[src/rtl/nibble_serial_adder_pkg.sv]
// nibble_serial_adder_pkg: shared constants and FSM state type for the nibble-serial adder.
//   NIBBLE_W : width of the reused ripple-carry slice
//   state_t  : controller states IDLE / RUN / DONE (2-bit encoding)
package adder_pkg;

   localparam int NIBBLE_W = 4;

   typedef enum logic [1:0] {
      IDLE = 2'd0,
      RUN  = 2'd1,
      DONE = 2'd2
   } state_t;

endpackage

[src/rtl/rca_nibble_slice.sv]
// rca_nibble_slice: combinational 4-bit ripple-carry adder built from four full-adder cells.
//   a, b : nibble operands
//   ci   : carry into bit 0
//   s    : nibble sum
//   co   : carry out of bit 3
module rca_nibble_slice
   import adder_pkg::*;
(
   input  logic [NIBBLE_W-1:0] a,
   input  logic [NIBBLE_W-1:0] b,
   input  logic                ci,
   output logic [NIBBLE_W-1:0] s,
   output logic                co
);

   logic [NIBBLE_W:0] w_c;

   assign w_c[0] = ci;

   for (genvar i = 0; i < NIBBLE_W; i++) begin : g_fa
      assign s[i]     = a[i] ^ b[i] ^ w_c[i];
      assign w_c[i+1] = (a[i] & b[i]) | (w_c[i] & (a[i] ^ b[i]));
   end

   assign co = w_c[NIBBLE_W];

endmodule

[src/rtl/nibble_serial_adder.sv]
// nibble_serial_adder: WIDTH-bit adder that reuses one 4-bit ripple slice per nibble, LSB first.
//   clk, rst_n          : clock and asynchronous active-low reset
//   in_valid/in_ready   : upstream handshake; in1, in2, c_in sampled only at accept
//   out_valid/out_ready : downstream handshake; sum, c_out (and ovf) valid while out_valid
//   sum, c_out          : (in1+in2+c_in) mod 2^WIDTH and carry out of bit WIDTH-1
//   ovf                 : signed overflow, present only when SIGNED_OVF_EN is defined
module nibble_serial_adder
   import adder_pkg::*;
#(
   parameter int WIDTH = 16
) (
   input  logic             clk,
   input  logic             rst_n,
   input  logic             in_valid,
   output logic             in_ready,
   input  logic [WIDTH-1:0] in1,
   input  logic [WIDTH-1:0] in2,
   input  logic             c_in,
   output logic             out_valid,
   input  logic             out_ready,
   output logic [WIDTH-1:0] sum,
   output logic             c_out
`ifdef SIGNED_OVF_EN
   ,
   output logic             ovf
`endif
);

   localparam int NIBBLES = WIDTH / NIBBLE_W;
   localparam int CW      = (NIBBLES > 1) ? $clog2(NIBBLES) : 1;

   if ((WIDTH % NIBBLE_W) != 0 || WIDTH < NIBBLE_W) begin : g_width_chk
      $error("nibble_serial_adder: WIDTH must be a nonzero multiple of 4");
   end

   state_t               r_state, w_state_nx;
   logic [WIDTH-1:0]     r_a, r_b, r_sum;
   logic [CW-1:0]        r_cnt;
   logic                 r_carry, r_c_out;
   logic [NIBBLE_W-1:0]  w_s;
   logic                 w_co, w_last;

   rca_nibble_slice u_slice (
      .a  (r_a[NIBBLE_W-1:0]),
      .b  (r_b[NIBBLE_W-1:0]),
      .ci (r_carry),
      .s  (w_s),
      .co (w_co)
   );

   assign w_last    = r_cnt == CW'(NIBBLES - 1);
   assign in_ready  = r_state == IDLE;
   assign out_valid = r_state == DONE;
   assign sum       = r_sum;
   assign c_out     = r_c_out;

   always_comb begin
      w_state_nx = r_state;
      case (r_state)
         IDLE:    if (in_valid)  w_state_nx = RUN;
         RUN:     if (w_last)    w_state_nx = DONE;
         DONE:    if (out_ready) w_state_nx = IDLE;
         default:                w_state_nx = IDLE;
      endcase
   end

   always_ff @(posedge clk or negedge rst_n) begin
      if (!rst_n) r_state <= IDLE;
      else        r_state <= w_state_nx;
   end

   // Each slice result enters at the top of sum so after NIBBLES shifts the LSB nibble sits at bit 0.
   always_ff @(posedge clk or negedge rst_n) begin
      if (!rst_n) begin
         r_a     <= '0;
         r_b     <= '0;
         r_sum   <= '0;
         r_cnt   <= '0;
         r_carry <= 1'b0;
         r_c_out <= 1'b0;
      end else if (r_state == IDLE && in_valid) begin
         r_a     <= in1;
         r_b     <= in2;
         r_carry <= c_in;
         r_cnt   <= '0;
      end else if (r_state == RUN) begin
         r_a     <= r_a >> NIBBLE_W;
         r_b     <= r_b >> NIBBLE_W;
         r_sum   <= (r_sum >> NIBBLE_W) | (WIDTH'(w_s) << (WIDTH - NIBBLE_W));
         r_carry <= w_co;
         r_cnt   <= r_cnt + 1'b1;
         if (w_last) r_c_out <= w_co;
      end
   end

`ifdef SIGNED_OVF_EN
   logic r_ovf;

   // On the last nibble the low bits of the shifted operands are the operand MSB nibbles.
   always_ff @(posedge clk or negedge rst_n) begin
      if (!rst_n)                        r_ovf <= 1'b0;
      else if (r_state == RUN && w_last) r_ovf <= (r_a[NIBBLE_W-1] == r_b[NIBBLE_W-1]) && (w_s[NIBBLE_W-1] != r_a[NIBBLE_W-1]);
   end

   assign ovf = r_ovf;
`endif

endmodule
[config.mk]
export PLATFORM = sky130hd
export DESIGN_NAME = nibble_serial_adder
export DESIGN_NICKNAME = d
export VERILOG_FILES = /design/src/rtl/nibble_serial_adder_pkg.sv /design/src/rtl/rca_nibble_slice.sv /design/src/rtl/nibble_serial_adder.sv
export SDC_FILE = /design/constraint.sdc
export NUM_CORES = 1
export LEC_CHECK = 0
export BUFFER_PORTS_ARGS = -buffer_cell sky130_fd_sc_hd__buf_2
export CAP_MARGIN = 30
export CELL_PAD_IN_SITES_DETAIL_PLACEMENT = 1
export CELL_PAD_IN_SITES_GLOBAL_PLACEMENT = 1
export CORE_MARGIN = 5
export CORE_UTILIZATION = 37
export DETAILED_ROUTE_END_ITERATION = 16
export PLACE_DENSITY = 0.73
export SYNTH_ARGS = -nofsm -noshare
export SYNTH_HDL_FRONTEND = slang
export SYNTH_HIERARCHICAL = 1
export SYNTH_SLANG_ARGS = --single-unit
[constraint.sdc]
create_clock -name clk -period 2.15 [get_ports clk]
set_input_delay 0.1075 -clock clk [delete_from_list [all_inputs] [get_ports clk]]
set_output_delay 0.1075 -clock clk [all_outputs]
set_load 0.005 [all_outputs]
==> results.toml <==
[pwr]
p_total_mw = 4.76
p_per_area_nw_per_um2 = 1640
p_leak_nw = 1.42
p_int_mw = 2.86
ir_worst_vdd_uv = 584
swShare_pct = 39.9
pwr-share-clk_pct = 14.7
p_seq_share_pct = 39.4
combPwrFrac_pct = 45.9
p_switching_mw = 1.90

[sta]
worstMarginPinSlew_ns = 0.816
rsz0062_at_grt = "true"
min_period_ns = 2.09
fmax_mhz = 478
setup_viol = 0
hold_viol_final = 0
whs_ns = 0.0242
slew_headroom_pct = 45.6
slew_viol_final = 0
finalCritPeriodShare_pct = 97.2
finClkSkew_ns = 0.00823

[layout]
drive_gt1_share_pct = 29.7
fin_cells = 370
final_nets = 335
layout_commonest_cell = "buf_2"
final_cell_mix = "buf_2 (55), dfrtp_1 (54), nand2_1 (53), o22ai_1 (38), a21oi_1 (17)"
diodes = 0
syn_to_final_growth_pct = 20.6
n_fill_cell = 737
final_util_pct = 45.6

[clocking]
clockRootBuffer = "clkbuf_8"
path_clk_slew_ns = 0.10
clock-sinks = 54
cts_tree = "yes"
numCtsBuffers = 5
h-tree-depth = 2
cts_buffer_depth = 2
clock_latency_ns = 0.31

[placement]
dp_hpwl_mm = 4.42
place_congestion = 0.780
portBuffers = 55
dpl.cell_count = 359

[global_route]
grt_usage_pct = 15.9
antenna_found_initial = 0
grt_max_degree = 55
grt_pass1_vias = 2191
grt_first_pass_wirelength_mm = 10.8
overflow = 0

[floorplanning]
die_x_um = 90.6
ioPinCount = 56
die_h_um = 90.6
dieArea_um2 = 8200
core.rowCount = 29
start_util_pct = 37.8
coreArea_um2 = 6350

[synthesis]
yosys.area_share.simple_pct = 12.1
synth_nets = 277
syn_avg_cell_area_um2 = 10.2
synth_compound_area_share_pct = 21.3
yosysTopAreaCellShare_pct = 56.3
ys_warn_count = 6
synth_ff_type = "dfrtp_1"
synthCells = 235
synth-async-reset-ratio_pct = 100
yosysTopAreaCell = "dfrtp_1"
synth-adder-area-share_pct = 3.85
synth_top_family_by_area = "compound AO/OA/AOI/OAI gates"
muxShareOfSynthArea_pct = 0.625
ys_top_cells_by_area = "dfrtp_1 (56%), o22ai_1 (9.9%), nand2_1 (8.3%)"
synth_edf_count = 0
seq_area_frac_synth_pct = 56.3
synth.cell_area_um2 = 2400
yosys.area_share.xor_xnor_pct = 0
yosysUniqueCellTypes = 29
synth_seq_cells = 54

[worst_setup_path]
critPathRequiredTime_ns = 2.38
cpPeakStageDelay_ns = 0.40
critPathLaunchType = "register"
worst_path_max_delay_cell = "dfrtp_1"
crit_fanout = 2
crit_path_frequent_cell = "inv_2"
critPathBufInv = 4
cp_cell_sequence = "fa_2 -> inv_2 -> fa_1 -> inv_2 -> fa_2 -> inv_2 -> fa_1 -> inv_1 -> o22ai_1 -> a21oi_1"
critPathArrivalTime_ns = 2.32
cp-end-kind = "register"
path_delay_family = "adder cells"
path_class = "register to register"

[detailed_routing]
via_per_inst = 5.26
drt_iter0_drc = 84
firstDrtPassIters = 4
drt-total-wl_mm = 6.23
wl_per_cell_um = 16.8
vias = 1945
ant_nets = 0
drc = 0

[worst_hold_path]
hp-class = "input pin to register"

[run_status]
status = "finished, final reports clean"

[run]
max_cap_viol_count = 0
Yosys cell counts, types with 3 or more instances:
library cell	instances
dfrtp_1	54
nand2_1	53
o22ai_1	38
a21oi_1	17
inv_1	10
a2bb2oi_1	8
buf_2	8
a32o_1	4
buf_4	4
clkbuf_1	4
fa_1	4
o21ai_0	4
o21ai_1	4
nor2_1	3
worst reg2reg max path, stage by stage, from the launching register on:
cell     delay [ns]
dfrtp_1        0.40
fa_2           0.22
inv_2          0.04
fa_1           0.37
inv_2          0.07
fa_2           0.19
inv_2          0.04
fa_1           0.37
inv_1          0.08
o22ai_1        0.06
a21oi_1        0.19
power groups by stage:
| stage | Clock [mW] | Combinational, mW | Sequential (mW) |
|---|---|---|---|
| after detailed placement | 0 | 2.17 | 1.90 |
| after CTS | 0.715 | 2.18 | 1.88 |
| after global placement | 0 | 2.09 | 1.88 |
| after floorplan | 0 | 1.57 | 1.81 |
| final | 0.700 | 2.19 | 1.87 |
| after global routing | 0.765 | 2.51 | 1.95 |
final cells by class:
cell class	count	area (um2)	area share (%)
flip-flops and latches	54	1350	46.6
multi-input cells	152	915	31.6
repair buffers	68	378	13.0
well taps	77	96.3	3.32
clock buffers	6	82.6	2.85
inverters	12	45.0	1.55
clock inverters	1	30.0	1.04
cell families (layout without fill, tap and decap cells):
logic type                 count (synthesis)  after routing
AOI/OAI and AO/OA                         79             79
and+or+nand+nor                           67             67
DFF                                       54             54
buffers and inverters                     29             87
adders and majority gates                  5              5
muxes                                      1              1
final timing paths:
check                         from  slack, ns         end  cells past startpoint
max                         r_a[0]       0.06     r_carry                     10
max reg2reg                 r_a[0]       0.06     r_carry                     10
min in group asynchronous    rst_n       0.46  r_state[1]                      3
min reg2reg                 sum[2]       0.47      sum[2]                      2
min                        in2[12]       0.02     r_b[12]                      3
max in group asynchronous    rst_n       1.23      sum[4]                      3
metal layers:
metal / up-vias / GRT usage, % / wire, um
met3: 3 / 4.50 / 295
met4: 0 / 2.98 / 29
met2: 46 / 26.7 / 3060
li1: 940 / - / -
met1: 956 / 20.6 / 2840
met5: - / 0 / 0
flip-flops by register name, indices dropped and copies added, names as in the netlist:
| register | count |
|---|---|
| r_b | 16 |
| r_carry | 1 |
| r_state | 2 |
| r_a | 16 |
| sum | 16 |
| r_cnt | 2 |
| c_out | 1 |
per-stage QoR:
step	setup TNS, ns	setup slack (ns)	instance area [um2]
6_report	0	0.0598	2900
5_1_grt	-0.109	-0.0587	2900
4_1_cts	0	0.0211	2880
3_5_place_dp	0	0.00288	2750
3_3_place_gp	0	0.0357	2750
2_1_floorplan	0	0.0988	2400
repair_timing:
action / in CTS / in global routing
pin swaps: 0 / 3
buffers inserted: 0 / 2
hold endpoints to repair: 55 / 0
setup endpoints to repair: 1 / 3
hold buffers: 2 / 0
resized for setup: 1 / 4
No activity file was read; power rests on OpenSTA's default activity.
